### config.mk
export PLATFORM = sky130hd
export DESIGN_NAME = mem_stage_wait
export DESIGN_NICKNAME = d
export VERILOG_FILES = /design/src/rtl/mem_stage_wait.sv
export SDC_FILE = /design/constraint.sdc
export NUM_CORES = 2
export LEC_CHECK = 0
export ABC_AREA = 0
export BUFFER_PORTS_ARGS = -buffer_cell sky130_fd_sc_hd__buf_4
export CAP_MARGIN = 20
export CORE_AREA = 4 4 497 351
export CTS_CLUSTER_DIAMETER = 50
export CTS_CLUSTER_SIZE = 20
export DETAILED_ROUTE_END_ITERATION = 16
export DIE_AREA = 0 0 501 355
export HOLD_SLACK_MARGIN = 0.12
export PLACE_DENSITY = 0.79
export SYNTH_ARGS = -nofsm -noshare
export SYNTH_HDL_FRONTEND = slang
export SYNTH_SLANG_ARGS = --single-unit
### constraint.sdc
create_clock -name clk -period 76.2 [get_ports clk]
set_input_delay 15.24 -clock clk [delete_from_list [all_inputs] [get_ports clk]]
set_output_delay 15.24 -clock clk [all_outputs]
set_load 0.005 [all_outputs]
### src/rtl/mem_stage_wait.sv
// MIPS memory stage with a multi-cycle data memory.
// A memory command freezes the upstream pipeline for WAIT_CYCLES cycles and then
// commits in a single cycle, where the store is performed or the load data is
// registered into the MEM/WB boundary. Out-of-range, misaligned or illegal
// commands are suppressed and flagged with a one-cycle Addr_Err pulse, but they
// keep the same timing as a legal access.
module mem_stage_wait #(
    parameter int DATA_WIDTH  = 32,
    parameter int DEPTH       = 64,
    parameter int BASE_ADDR   = 1024,
    parameter int WAIT_CYCLES = 3,
    parameter int DST_WIDTH   = 5
) (
    input  logic                  clk,
    input  logic                  rst,
    input  logic                  WB_EN_MEM,
    input  logic [1:0]            MEM_CMD_MEM,
    input  logic [DATA_WIDTH-1:0] Alu_result_MEM,
    input  logic [DATA_WIDTH-1:0] Src2_Val_MEM,
    input  logic [DST_WIDTH-1:0]  DST_MEM,
    output logic                  Freeze,
    output logic                  WB_EN_WB,
    output logic                  MEM_R_EN_WB,
    output logic [DATA_WIDTH-1:0] Alu_result_WB,
    output logic [DATA_WIDTH-1:0] Data_Mem_WB,
    output logic [DST_WIDTH-1:0]  DST_WB,
    output logic                  Addr_Err
);

    localparam int AW = $clog2(DEPTH);
    localparam int CW = (WAIT_CYCLES > 1) ? $clog2(WAIT_CYCLES) : 1;
    localparam logic [DATA_WIDTH-1:0] BASE     = DATA_WIDTH'(BASE_ADDR);
    localparam logic [CW-1:0]         CNT_LOAD = CW'((WAIT_CYCLES > 0) ? WAIT_CYCLES - 1 : 0);
    localparam logic [1:0] CMD_RD  = 2'b01;
    localparam logic [1:0] CMD_WR  = 2'b10;
    localparam logic [1:0] CMD_ILL = 2'b11;

    typedef enum logic [1:0] {
        S_IDLE,
        S_WAIT,
        S_COMMIT
    } state_e;

    state_e                  state_q, state_d;
    logic [CW-1:0]           cnt_q, cnt_d;
    logic [DATA_WIDTH-1:0]   mem_q [DEPTH];

    logic                    wb_en_q, wb_en_d;
    logic                    mem_r_en_q, mem_r_en_d;
    logic [DATA_WIDTH-1:0]   alu_q, alu_d;
    logic [DATA_WIDTH-1:0]   data_q, data_d;
    logic [DST_WIDTH-1:0]    dst_q, dst_d;
    logic                    err_q, err_d;

    logic                    mem_cmd;
    logic [DATA_WIDTH-1:0]   offset;
    logic [AW-1:0]           idx;
    logic                    bad;
    logic                    commit;
    logic                    freeze;

    // Address decode and access legality; the underflow test compares the raw
    // address so that the wrapped offset cannot hide an access below the base.
    always_comb begin
        mem_cmd = |MEM_CMD_MEM;
        offset  = Alu_result_MEM - BASE;
        idx     = offset[AW+1:2];
        bad     = mem_cmd && ((Alu_result_MEM < BASE)
                              || (|offset[DATA_WIDTH-1:AW+2])
                              || (|offset[1:0])
                              || (MEM_CMD_MEM == CMD_ILL));
        commit  = mem_cmd && ((state_q == S_COMMIT)
                              || (state_q == S_IDLE && WAIT_CYCLES == 0));
        // Reset forces Freeze low at once, even if upstream still presents a command.
        freeze  = !rst && ((state_q == S_IDLE && mem_cmd && WAIT_CYCLES > 0)
                           || state_q == S_WAIT);
    end

    // Next-state logic for the access sequencer and its wait counter.
    always_comb begin
        // NOTE: every signal gets a default first so no path leaves it unassigned (no latch).
        state_d = state_q;
        cnt_d   = cnt_q;
        unique case (state_q)
            S_IDLE: begin
                if (mem_cmd && WAIT_CYCLES > 0) begin
                    cnt_d = CNT_LOAD;
                    // A single wait cycle is spent in IDLE itself, so go straight to commit.
                    state_d = (WAIT_CYCLES == 1) ? S_COMMIT : S_WAIT;
                end
            end
            S_WAIT: begin
                cnt_d = cnt_q - CW'(1);
                if (cnt_q <= CW'(1)) begin
                    cnt_d   = '0;
                    state_d = S_COMMIT;
                end
            end
            S_COMMIT: state_d = S_IDLE;
            default:  state_d = S_IDLE;
        endcase
    end

    // MEM/WB next values: bubble while frozen, otherwise capture the instruction.
    always_comb begin
        wb_en_d    = wb_en_q;
        mem_r_en_d = mem_r_en_q;
        alu_d      = alu_q;
        data_d     = data_q;
        dst_d      = dst_q;
        err_d      = 1'b0;
        if (freeze) begin
            wb_en_d    = 1'b0;
            mem_r_en_d = 1'b0;
        end else begin
            wb_en_d    = WB_EN_MEM;
            mem_r_en_d = MEM_CMD_MEM[0];
            alu_d      = Alu_result_MEM;
            dst_d      = DST_MEM;
            data_d     = (commit && MEM_CMD_MEM == CMD_RD && !bad) ? mem_q[idx] : '0;
            err_d      = commit && bad;
        end
    end

    // Sequencer state and MEM/WB pipeline registers.
    always_ff @(posedge clk or posedge rst) begin
        if (rst) begin
            // NOTE: sequential state is updated with non-blocking assignments only.
            state_q    <= S_IDLE;
            cnt_q      <= '0;
            wb_en_q    <= 1'b0;
            mem_r_en_q <= 1'b0;
            alu_q      <= '0;
            data_q     <= '0;
            dst_q      <= '0;
            err_q      <= 1'b0;
        end else begin
            state_q    <= state_d;
            cnt_q      <= cnt_d;
            wb_en_q    <= wb_en_d;
            mem_r_en_q <= mem_r_en_d;
            alu_q      <= alu_d;
            data_q     <= data_d;
            dst_q      <= dst_d;
            err_q      <= err_d;
        end
    end

    // Data memory: written only by a legal store in its commit cycle.
    always_ff @(posedge clk or posedge rst) begin
        if (rst) begin
            // NOTE: the memory is cleared on reset on purpose, which forces a register
            // array rather than a RAM macro; keep DEPTH small.
            for (int i = 0; i < DEPTH; i++) begin
                mem_q[i] <= '0;
            end
        end else if (commit && MEM_CMD_MEM == CMD_WR && !bad) begin
            mem_q[idx] <= Src2_Val_MEM;
        end
    end

    assign Freeze        = freeze;
    assign WB_EN_WB      = wb_en_q;
    assign MEM_R_EN_WB   = mem_r_en_q;
    assign Alu_result_WB = alu_q;
    assign Data_Mem_WB   = data_q;
    assign DST_WB        = dst_q;
    assign Addr_Err      = err_q;

endmodule
==> report_table.html <==
<table>
<tr><th>Metric</th><th>Value</th></tr>
<tr><th colspan="2">Clocking</th></tr>
<tr><td>CTS tree</td><td>yes</td></tr>
<tr><td>H-tree depth</td><td>4</td></tr>
<tr><td>Library cell used as clock root buffer</td><td>clkbuf_16</td></tr>
<tr><td>Quantity of gates resized following cts</td><td>0</td></tr>
<tr><td>Number of CTS-inserted buffers</td><td>roughly 150</td></tr>
<tr><td>Number of buffers inserted by post-CTS setup repair</td><td>0</td></tr>
<tr><td>Worst-path clk slew</td><td>~90 ps</td></tr>
<tr><td>Buffer depth of the longest clock path</td><td>3</td></tr>
<tr><td>Insertion delay to the later sink of the worst-skew pair</td><td>about 850 ps</td></tr>
<tr><td>Number of hold-repair buffers added at the cts stage</td><td>0</td></tr>
<tr><td>Sinks on Clock Net</td><td>2,124</td></tr>
<tr><th colspan="2">Finish</th></tr>
<tr><td>Fraction of layout cells with a size suffix above 1</td><td>about 15%</td></tr>
<tr><td>Post-layout nets</td><td>~6,700</td></tr>
<tr><td>Syn-to-layout area delta</td><td>7.89%</td></tr>
<tr><td>Final core utilization</td><td>approximately 61%</td></tr>
<tr><td>Number of non-filler instances in the completed layout</td><td>approximately 9,000</td></tr>
<tr><td>Layout Cell Area excl Fill</td><td>a little over 100,000 um^2</td></tr>
<tr><td>Filler Cell Count</td><td>12,400</td></tr>
<tr><th colspan="2">STA</th></tr>
<tr><td>Actual slew at the worst max-slew pin</td><td>1280 ps</td></tr>
<tr><td>Final Hold Violating Endpoints</td><td>0</td></tr>
<tr><td>Unrepaired setup endpoints after global routing</td><td>no</td></tr>
<tr><td>Clock Skews</td><td>approximately 47 ps</td></tr>
<tr><td>Relative slew slack</td><td>14.7%</td></tr>
<tr><td>Max-slew violation count</td><td>0</td></tr>
<tr><td>Final WS setup</td><td>44,420 ps</td></tr>
<tr><td>Fmax</td><td>roughly 0.031 GHz</td></tr>
<tr><td>Hold slack final</td><td>slightly below 500 ps</td></tr>
<tr><td>Setup-failing EPs final</td><td>0</td></tr>
<tr><td>Share of the clock period used by the worst path after layout</td><td>41.7%</td></tr>
<tr><td>Post-layout min period</td><td>31,780 ps</td></tr>
<tr><td>Setup Total Neg Slack</td><td>0 ps</td></tr>
<tr><th colspan="2">Power</th></tr>
<tr><td>Power density cells</td><td>slightly above 20 nW/um^2</td></tr>
<tr><td>Total net switching power</td><td>roughly 560 uW</td></tr>
<tr><td>Combinational share of power</td><td>under 10%</td></tr>
<tr><td>Static leakage power</td><td>approximately 54 nW</td></tr>
<tr><td>Final Power</td><td>2.16 mW</td></tr>
<tr><td>Part of the power in the clock network</td><td>between 30% and 40%</td></tr>
<tr><td>Internal power of the cells</td><td>approximately 1.6 mW</td></tr>
<tr><td>Worst ir drop on vdd</td><td>24.4 uV</td></tr>
<tr><td>Share of power burned in registers</td><td>between 50% and 60%</td></tr>
<tr><td>Fraction of power spent switching nets</td><td>25.8%</td></tr>
<tr><th colspan="2">Synth</th></tr>
<tr><td>Yosys Warn Count</td><td>0</td></tr>
<tr><td>Leading cell types by total area after synthesis</td><td>dfrtp_1 (55%), mux2_1 (24%), mux4_2 (3.2%)</td></tr>
<tr><td>Post-synthesis cell area</td><td>roughly 96,000 um^2</td></tr>
<tr><td>Mapped Cells</td><td>around 7,000</td></tr>
<tr><td>Yosys reg bits</td><td>2,124</td></tr>
<tr><td>Avg Inst Size Synth</td><td>~14 um^2</td></tr>
<tr><td>Fraction of post-synthesis cell area in the top cell type by area</td><td>55.2%</td></tr>
<tr><td>Top FF cell, synth</td><td>dfrtp_1</td></tr>
<tr><td>Cell taking the most area after synthesis</td><td>dfrtp_1</td></tr>
<tr><td>Post-synth EDFFs</td><td>0</td></tr>
<tr><td>Netlist cell types</td><td>76</td></tr>
<tr><td>Post-synthesis sequential area ratio</td><td>between 50% and 60%</td></tr>
<tr><td>Synthesized Nets</td><td>between 6,000 and 7,000</td></tr>
<tr><td>Async set-reset flop share out of synthesis</td><td>100%</td></tr>
<tr><th colspan="2">Routing</th></tr>
<tr><td>Length of the first detailed-routing pass in iterations</td><td>8</td></tr>
<tr><td>Vias after detailed routing</td><td>around 65,000</td></tr>
<tr><td>Number of remaining DRC errors</td><td>0</td></tr>
<tr><td>Detail-routed net length per standard cell</td><td>35.5 um</td></tr>
<tr><td>Sum of routed wire length over all layers</td><td>321 mm</td></tr>
<tr><td>Post-route antenna net violation count</td><td>0</td></tr>
<tr><td>Initial detailed-routing violation count</td><td>between 8,000 and 9,000</td></tr>
<tr><td>Vias per Instance</td><td>7.17</td></tr>
<tr><th colspan="2">Run</th></tr>
<tr><td>Max-capacitance violation count</td><td>0</td></tr>
<tr><th colspan="2">Worst setup path</th></tr>
<tr><td>Crit. End Element</td><td>output port</td></tr>
<tr><td>Worst path most repeated cell</td><td>buf_4</td></tr>
<tr><td>Levels on crit path</td><td>5</td></tr>
<tr><td>Critical Path RT</td><td>~60,000 ps</td></tr>
<tr><td>R2R setup slack</td><td>approximately 72,000 ps</td></tr>
<tr><td>Arrival time of data at the critical path endpoint</td><td>roughly 17,000 ps</td></tr>
<tr><td>Highest net fanout along the worst path</td><td>18</td></tr>
<tr><td>Reg-to-reg endpoint</td><td>mem_q[687]</td></tr>
<tr><td>Critical path's top delay family</td><td>simple AND/OR/NAND/NOR gates</td></tr>
<tr><td>Register-to-Register Path Depth</td><td>7</td></tr>
<tr><td>Slowest cell delay on critical path</td><td>~570 ps</td></tr>
<tr><td>Worst flop-to-flop path startpoint</td><td>state_q[1]</td></tr>
<tr><td>Slowest stage cell, crit path</td><td>nor2_4</td></tr>
<tr><td>Classification of the worst setup path</td><td>in2out</td></tr>
<tr><td>Crit path cell chain</td><td>buf_4 &gt; nor3_1 &gt; or2_2 &gt; nor2_4 &gt; buf_4</td></tr>
<tr><td>Buf/Inv on CP</td><td>2</td></tr>
<tr><td>Start point of the critical path</td><td>MEM_CMD_MEM[1]</td></tr>
<tr><td>Worst setup SP type</td><td>input pin</td></tr>
<tr><td>Critical path capture point</td><td>Freeze</td></tr>
<tr><th colspan="2">Die</th></tr>
<tr><td>Row Count</td><td>about 130</td></tr>
<tr><td>Die footprint</td><td>178,000 um^2</td></tr>
<tr><td>Horizontal die dimension</td><td>approximately 500 um</td></tr>
<tr><td>Die Span Y</td><td>355 um</td></tr>
<tr><td>Placeable Area</td><td>around 170,000 um^2</td></tr>
<tr><td>Starting density of the core</td><td>between 50% and 60%</td></tr>
<tr><td>Number of top-level pins</td><td>~150</td></tr>
<tr><th colspan="2">Placement</th></tr>
<tr><td>Detailed Place HPWL</td><td>approximately 180 mm</td></tr>
<tr><td>Number of buffer cells added on primary ports</td><td>around 150</td></tr>
<tr><td>Final weighted congestion in routability-driven placement</td><td>0.888</td></tr>
<tr><td>Placed cells</td><td>~8,800</td></tr>
<tr><td>Post-place setup slack</td><td>~44,000 ps</td></tr>
<tr><td>Placed standard-cell area</td><td>around 100,000 um^2</td></tr>
<tr><th colspan="2">Global routing</th></tr>
<tr><td>Wire length of the first global-routing pass</td><td>about 460 mm</td></tr>
<tr><td>Global Route Usage Sum</td><td>35.9%</td></tr>
<tr><td>Via count of the first global-routing pass</td><td>between 60,000 and 70,000</td></tr>
<tr><td>Pin count of the biggest net entering global routing</td><td>194</td></tr>
<tr><td>Number of antenna violations at the first check in global routing</td><td>28</td></tr>
<tr><td>Remaining global-route overflow</td><td>0</td></tr>
<tr><th colspan="2">Min path</th></tr>
<tr><td>Origin of the worst min-delay path</td><td>mem_q[1983]</td></tr>
<tr><td>HP Class</td><td>reg2reg</td></tr>
<tr><th colspan="2">Run status</th></tr>
<tr><td>Outcome</td><td>finished clean</td></tr>
</table>
-- registers in the layout (all words and copies together) (netlist names) --
| register | flops |
|---|---|
| state_q | 2 |
| WB_EN_WB | 1 |
| MEM_R_EN_WB | 1 |
| mem_q | 2048 |
| Addr_Err | 1 |
| DST_WB | 5 |
| Alu_result_WB | 32 |
| cnt_q | 2 |
| Data_Mem_WB | 32 |
-- synthesized netlist by cell type (24+ instances only) --
cell	instances
a221oi_1	24
a211oi_1	24
o221ai_1	154
nor3_1	30
nand2_1	182
dfrtp_1	2124
clkbuf_1	395
nand3_2	34
mux2_1	2021
a22oi_1	57
mux4_2	138
mux2_4	30
buf_1	102
buf_2	206
a21oi_1	141
o21ai_0	130
mux2i_1	207
mux2_2	181
o22ai_1	300
nor2_1	106
-- placed cells by master, fill, tap and decap left out, types with 24 or more instances in the layout --
master,n
a211oi_1,24
o221ai_1,154
nand2_1,179
buf_4,304
nor2_1,102
mux2_2,181
o21ai_0,130
a21oi_1,141
mux4_2,138
o22ai_1,300
a221oi_1,24
clkbuf_16,155
nor3_1,29
mux2_1,2021
a22oi_1,57
mux2_4,30
nand3_2,33
dfrtp_1,2124
mux2i_1,207
-- how the worst min path moves through the flow --
stage,depth (start not counted),endpoint
6_report,1,mem_q[1983]
5_1_grt,1,mem_q[1187]
4_1_cts,1,state_q[1]
3_5_place_dp,2,Data_Mem_WB[17]
3_3_place_gp,2,Data_Mem_WB[17]
2_1_floorplan,1,state_q[1]
-- power groups by stage --
stage               registers (mW)  clock network, mW  logic (mW)
finish                        1.14              0.853       0.167
global route                  1.14              0.899       0.173
CTS                           1.14              0.855       0.160
detailed placement            1.16                  0       0.159
global placement              1.16                  0       0.156
floorplan                     1.16                  0      0.0890
-- cells by family after synthesis --
| kind of cell | after synthesis | synth area share [%] |
|---|---|---|
| xor gates and xnor gates | 2 | 0.0182 |
| AOI/OAI and AO/OA | 988 | 6.96 |
| muxes | 2577 | 31.6 |
| buffers and inverters | 730 | 3.23 |
| DFF | 2124 | 55.2 |
| and+or+nand+nor | 494 | 2.92 |
-- per-layer routing --
layer	GRT usage (%)	wire length, um
met5	0	63
met4	17.4	17900
met3	14.6	46900
met2	50.3	134000
met1	48.4	122000
-- area by class of cell --
type,instances,area (um^2),area share [%]
multi-input combinational,4061,40100,38.6
tap,2257,2820,2.72
timing repair buffer,323,2680,2.59
clock inverter,76,855,0.823
antenna,13,32.5,0.0313
sequential,2124,53200,51.2
inverter,5,32.5,0.0313
clock buffer,177,4100,3.95
Power figures use the tool's default switching activity.
